### config.mk
export PLATFORM = sky130hd
export DESIGN_NAME = seven_seg_scheduler
export DESIGN_NICKNAME = d
export VERILOG_FILES = /design/src/rtl/seven_seg_scheduler_pkg.sv /design/src/rtl/seven_seg_scheduler_rr_next_valid.sv /design/src/rtl/seven_seg_scheduler.sv
export SDC_FILE = /design/constraint.sdc
export NUM_CORES = 1
export LEC_CHECK = 0
export CORE_ASPECT_RATIO = 0.6
export CORE_MARGIN = 3
export CORE_UTILIZATION = 50
export CTS_CLUSTER_DIAMETER = 200
export DETAILED_ROUTE_END_ITERATION = 12
export GPL_ROUTABILITY_DRIVEN = 0
export PLACE_DENSITY = 0.8
export SYNTH_ARGS = -nofsm -noshare
export SYNTH_HDL_FRONTEND = slang
export SYNTH_HIERARCHICAL = 1
export SYNTH_SLANG_ARGS = --single-unit
### constraint.sdc
create_clock -name i_clk -period 4.3 [get_ports i_clk]
set_clock_uncertainty 0.1 [all_clocks]
set_input_delay 0.86 -clock i_clk [delete_from_list [all_inputs] [get_ports i_clk]]
set_output_delay 0.86 -clock i_clk [all_outputs]
set_load 0.1 [all_outputs]
### src/rtl/seven_seg_scheduler_pkg.sv
// Shared definitions for the seven-segment display scheduler and its helpers:
// display data width, signed display range and scheduler state encodings.
package seven_seg_defs;

   localparam int SEG_DATA_W = 11;
   localparam int SRC_W      = 3;

   localparam logic signed [SEG_DATA_W-1:0] SEG_DATA_MIN = 11'sh400;
   localparam logic signed [SEG_DATA_W-1:0] SEG_DATA_MAX = 11'sh3FF;

   typedef enum logic [1:0] {
      IDLE = 2'd0,
      ADV  = 2'd1,
      SHOW = 2'd2
   } sched_state_t;

endpackage

### src/rtl/seven_seg_scheduler_rr_next_valid.sv
// Combinational round-robin search: first valid index after cur, wrapping,
// with cur itself considered last. Usable by any mask-based arbiter.
module rr_next_valid #(
   parameter int N     = 4,
   parameter int IDX_W = 3
) (
   input  logic [N-1:0]     valid,
   input  logic [IDX_W-1:0] cur,
   output logic [IDX_W-1:0] next_idx,
   output logic             found
);

   logic [IDX_W-1:0] cand [N];
   logic [N-1:0]     hit;

   genvar gi;
   generate
      for (gi = 0; gi < N; gi++) begin : g_off
         // Candidate at offset gi+1 from cur, reduced modulo N
         logic [IDX_W:0] sum;
         assign sum       = {1'b0, cur} + (IDX_W+1)'(gi + 1);
         assign cand[gi]  = (sum >= (IDX_W+1)'(N)) ? IDX_W'(sum - (IDX_W+1)'(N))
                                                   : sum[IDX_W-1:0];
         assign hit[gi]   = |(valid & (N'(1) << cand[gi]));
      end
   endgenerate

   // Walk offsets from farthest to nearest so the nearest hit wins
   always_comb begin
      next_idx = '0;
      found    = 1'b0;
      for (int i = N - 1; i >= 0; i--) begin
         if (hit[i]) begin
            next_idx = cand[i];
            found    = 1'b1;
         end
      end
   end

endmodule

### src/rtl/seven_seg_scheduler.sv
// Round-robin time-sharing of the four-digit display among N_SRC producers.
// Define SEVEN_SEG_SCHED_PREEMPT_EN to let posts to slot 0 preempt the display.
module seven_seg_scheduler
   import seven_seg_defs::*;
#(
   parameter int I_CLK_FRQ = 100_000_000,
   parameter int N_SRC     = 4,
   parameter int DWELL_MS  = 1000
) (
   input  logic                          i_clk,
   input  logic                          i_rst_n,
   input  logic [N_SRC-1:0]              i_post,
   input  logic [N_SRC-1:0]              i_clr,
   input  logic [N_SRC*SEG_DATA_W-1:0]   i_data,
   output logic [N_SRC-1:0]              o_ack,
   output logic signed [SEG_DATA_W-1:0]  o_data,
   output logic                          o_en,
   output logic [SRC_W-1:0]              o_src
);

   localparam int DWELL_CYC = (I_CLK_FRQ / 1000) * DWELL_MS;
   localparam int CNT_W     = $clog2(DWELL_CYC + 1);
   localparam logic [CNT_W-1:0] DWELL_LOAD = CNT_W'(DWELL_CYC - 1);

`ifdef SEVEN_SEG_SCHED_PREEMPT_EN
   localparam bit PREEMPT_EN = 1'b1;
`else
   localparam bit PREEMPT_EN = 1'b0;
`endif

   // Reset asserts asynchronously, releases two clocks after i_rst_n rises
   logic [1:0] rst_sync_reg;
   logic       rst_n;

   always_ff @(posedge i_clk or negedge i_rst_n) begin
      if (!i_rst_n) rst_sync_reg <= 2'b00;
      else          rst_sync_reg <= {rst_sync_reg[0], 1'b1};
   end
   assign rst_n = rst_sync_reg[1];

   logic [N_SRC-1:0]             valid_reg, valid_next;
   logic [N_SRC-1:0]             ack_reg;
   logic signed [SEG_DATA_W-1:0] data_next [N_SRC];

   genvar gi;
   generate
      for (gi = 0; gi < N_SRC; gi++) begin : g_slot
         logic signed [SEG_DATA_W-1:0] data_reg;
         assign valid_next[gi] = i_post[gi] | (valid_reg[gi] & ~i_clr[gi]);
         assign data_next[gi]  = i_post[gi] ? i_data[gi*SEG_DATA_W +: SEG_DATA_W] : data_reg;

         always_ff @(posedge i_clk or negedge rst_n) begin
            if (!rst_n) data_reg <= '0;
            else        data_reg <= data_next[gi];
         end
      end
   endgenerate

   sched_state_t                 state_reg, state_next;
   logic [SRC_W-1:0]             src_reg, src_next;
   logic [CNT_W-1:0]             cnt_reg, cnt_next;
   logic                         en_reg, en_next;
   logic signed [SEG_DATA_W-1:0] out_reg, out_next;

   logic [SRC_W-1:0]             rr_idx;
   logic                         rr_found;
   logic signed [SEG_DATA_W-1:0] rr_data, src_data, slot0_data;
   logic                         src_still_valid;

   rr_next_valid #(
      .N     (N_SRC),
      .IDX_W (SRC_W)
   ) u_rr (
      .valid    (valid_reg),
      .cur      (src_reg),
      .next_idx (rr_idx),
      .found    (rr_found)
   );

   // Data forwarded from this cycle's posts so the display never lags a capture
   always_comb begin
      rr_data         = '0;
      src_data        = '0;
      src_still_valid = 1'b0;
      slot0_data      = data_next[0];
      for (int k = 0; k < N_SRC; k++) begin
         if (rr_idx == SRC_W'(k)) rr_data = data_next[k];
         if (src_reg == SRC_W'(k)) begin
            src_data        = data_next[k];
            src_still_valid = valid_next[k];
         end
      end
   end

   always_comb begin
      state_next = state_reg;
      src_next   = src_reg;
      cnt_next   = cnt_reg;
      en_next    = en_reg;
      out_next   = out_reg;
      case (state_reg)
         IDLE: begin
            if (|valid_reg) state_next = ADV;
         end
         ADV: begin
            if (rr_found) begin
               state_next = SHOW;
               src_next   = rr_idx;
               cnt_next   = DWELL_LOAD;
               en_next    = 1'b1;
               out_next   = rr_data;
            end else begin
               state_next = IDLE;
               src_next   = '0;
               en_next    = 1'b0;
               out_next   = '0;
            end
         end
         SHOW: begin
            if (PREEMPT_EN && i_post[0] && (src_reg != '0)) begin
               src_next = '0;
               cnt_next = DWELL_LOAD;
               out_next = slot0_data;
            end else if (!src_still_valid || (cnt_reg == '0)) begin
               state_next = ADV;
               en_next    = |valid_next;
            end else begin
               cnt_next = cnt_reg - CNT_W'(1);
               out_next = src_data;
            end
         end
         default: begin
            state_next = IDLE;
         end
      endcase
   end

   always_ff @(posedge i_clk or negedge rst_n) begin
      if (!rst_n) begin
         valid_reg <= '0;
         ack_reg   <= '0;
         state_reg <= IDLE;
         src_reg   <= '0;
         cnt_reg   <= '0;
         en_reg    <= 1'b0;
         out_reg   <= '0;
      end else begin
         valid_reg <= valid_next;
         ack_reg   <= i_post;
         state_reg <= state_next;
         src_reg   <= src_next;
         cnt_reg   <= cnt_next;
         en_reg    <= en_next;
         out_reg   <= out_next;
      end
   end

   assign o_ack  = ack_reg;
   assign o_data = out_reg;
   assign o_en   = en_reg;
   assign o_src  = src_reg;

endmodule

==> results.yml <==
status:
  status: "finished clean"
cells_and_area:
  mostFrequentLayoutCell: "dfrtp_1"
  largest_reg_flops: 44
  most-common-layout-cells: "97 x dfrtp_1, 70 x clkdlybuf4s50_1, 61 x mux2i_1"
  drive_gt1_frac: 0.118
  n_antenna_cell: 0
  n_fill_cell: 762
  final_net_count: 641
  synthToLayoutAreaGrowth_pct: 21.6
worst_setup_path:
  reg2reg_depth: 11
  start_kind: "register"
  critPathKind: "register to register"
  cp-startpoint: "o_src[0]$_DFFE_PN0P_"
  cp.arrival_ns: 3.73
  worstReg2RegStart: "o_src[0]$_DFFE_PN0P_"
  slowest_stage: "a41oi_1"
  critPathMaxFanout: 10
  required_ns: 4.43
  crit_end: "o_data[7]$_DFFE_PN0P_"
  path_cells: "buf_4 -> inv_1 -> ha_1 -> a22o_1 -> o32ai_1 -> nand4_1 -> a41oi_1 -> nand2b_1 -> o22ai_1 -> o22ai_1 -> mux2_1"
  r2r_setup_slack_ns: 0.70
  reg2reg_to: "o_data[7]$_DFFE_PN0P_"
  end_kind: "register"
  crit_top_cell: "o22ai_1"
  slowest_delay_ns: 0.53
logic_synthesis:
  synth_flop_cell: "dfrtp_1"
  yosys_warnings: 6
  syn-mean-instance-area_um2: 10.7
  syn_area_mm2: 0.00544
  ys_seq_elements: 98
  syn_inst: 507
  yosysSeqAreaShare: 0.450
  ys_async_sr_fraction: 1.00
  yosysUniqueCellTypes: 66
  synth_fp_nets: 570
  synth_enable_flop_cells: 0
detailed_routing:
  vias: 4495
  vias_per_cell: 6.26
  dr.pass1.iters: 5
  routedWlPerCell_um: 20.1
  antenna_left: 0
  routed_wl_um: 14400
  drtIter0Drc: 516
  drc: 0
power:
  power_density_mw_per_mm2: 700
  power_mw: 4.63
  leakagePower_nw: 2.89
  peakVddDrop_uv: 447
clock_network:
  cts_tree: "done"
  numCtsBuffers: 9
  cts.sinks: 98
  cts_root_buf: "clkbuf_16"
  cts-htree-levels: 3
  clk_pin_slew_ns: 0.07
  cts_hold_buf: 0
  cts_setup_buffers: 0
  insertion_delay_ns: 0.35
  ctsLongestPathBuffers: 2
  cts.repair.resized: 0
timing:
  tns_ns: 0
  post-route-period-util: 0.836
  worstMarginPinSlew_ns: 1.01
  hold_violations: 0
  period_needed_ns: 3.60
  timing.final.max_slew_violations: 0
  setup_violations: 0
  fmax_mhz: 278
  relSlewSlack: 0.322
  rsz0062_at_grt: "false"
placement:
  portBuffers: 72
  dp_hpwl_um: 10200
floorplan:
  ios: 73
  initial_core_util: 0.532
  coreArea_mm2: 0.0102
  row_count: 28
  dieWidth_um: 141
  dieArea_mm2: 0.0122
  die-height_um: 86.8
global_route:
  grt_pass1_vias: 4498
  grt_usage: 0.245
  grt_max_degree: 65
  grt_pass1_wl_um: 23700
  overflow: 0
  antenna_found_initial: 0
hold_path:
  min_from: "rst_sync_reg[0]$_DFF_PN0_"
  hold_path.class: "register to register"
job:
  maxCapViolCount: 0
[through the flow]
step	hold slack, ns	setup slack [ns]	cells	area, µm²	util
floorplan	0.231	0.114	507	5440	-
global placement	0.243	0.949	702	6330	0.619
detailed placement	0.241	0.856	702	6330	0.619
global route	0.275	0.545	718	6620	0.647
CTS	0.267	0.766	718	6620	0.647
finish	0.266	0.704	718	6620	0.647
[cell type report]
| cell class | instances | area (µm²) | area share |
|---|---|---|---|
| Tap cell | 135 | 169 | 0.0255 |
| Sequential cell | 98 | 2460 | 0.371 |
| Clock buffer | 9 | 225 | 0.0340 |
| Clock inverter | 7 | 62.6 | 0.00945 |
| Timing Repair Buffer | 88 | 836 | 0.126 |
| Multi-Input combinational cell | 330 | 2680 | 0.405 |
| Inverter | 51 | 191 | 0.0289 |
[worst min path at each step]
stage | to | slack, ns | depth (start not counted)
2_1_floorplan | rst_sync_reg[1]$_DFF_PN0_ | 0.23 | 0
3_3_place_gp | rst_sync_reg[1]$_DFF_PN0_ | 0.24 | 0
3_5_place_dp | rst_sync_reg[1]$_DFF_PN0_ | 0.24 | 0
4_1_cts | rst_sync_reg[1]$_DFF_PN0_ | 0.27 | 0
5_1_grt | rst_sync_reg[1]$_DFF_PN0_ | 0.28 | 0
6_report | rst_sync_reg[1]$_DFF_PN0_ | 0.27 | 0
[routing by layer]
layer,vias to the layer above,GRT usage,wire [µm]
met5,-,0,0
met4,0,0.0598,225
met3,23,0.0518,1310
met2,257,0.375,6340
met1,2200,0.361,6560
li1,2015,-,-
[critical path, delay by kind of cell, from the launching register on]
kind,cells,cell delay (ns)
DFF,1,0.35
and+or+nand+nor,2,0.61
adders and majority gates,1,0.27
buffers and inverters,2,0.35
AOI/OAI and AO/OA,5,1.49
muxes,1,0.31
[synthesized netlist by cell type, types with 4 or more instances]
master	number	area, µm²
nor2b_1	6	37.5
buf_1	6	22.5
nor4_1	7	43.8
mux2i_1	61	611
mux2_1	10	113
nor2_1	19	71.3
dfrtp_1	98	2450
mux2_2	5	56.3
o22ai_1	21	131
nor3_1	15	75.1
a22o_1	6	52.6
or2_2	5	31.3
o31ai_1	13	97.6
inv_1	50	188
nand2_1	20	75.1
a31oi_1	5	31.3
nand4_1	11	68.8
mux4_2	12	270
a21oi_1	8	40.0
o211ai_1	4	30.0
ha_1	9	113
or3_1	6	37.5
nand3_1	10	50.1
nand2b_1	6	37.5
clkbuf_1	16	60.1
o21ai_0	11	55.1
[power by group]
part	switching, mW	internal [mW]
combinational	1.73	0.947
sequential	0.103	1.07
clock	0.376	0.403
total	2.21	2.42
[kinds of logic after synthesis]
kind of cell	count (synthesis)	synth area share
other	1	0.000689
AND/OR/NAND/NOR	124	0.130
flip-flops	98	0.450
AO/OA/AOI/OAI	108	0.146
adder cells (fa/ha/maj)	9	0.0207
buffers and inverters	79	0.0591
multiplexers	88	0.193
No activity file was read; power rests on OpenSTA's default activity.
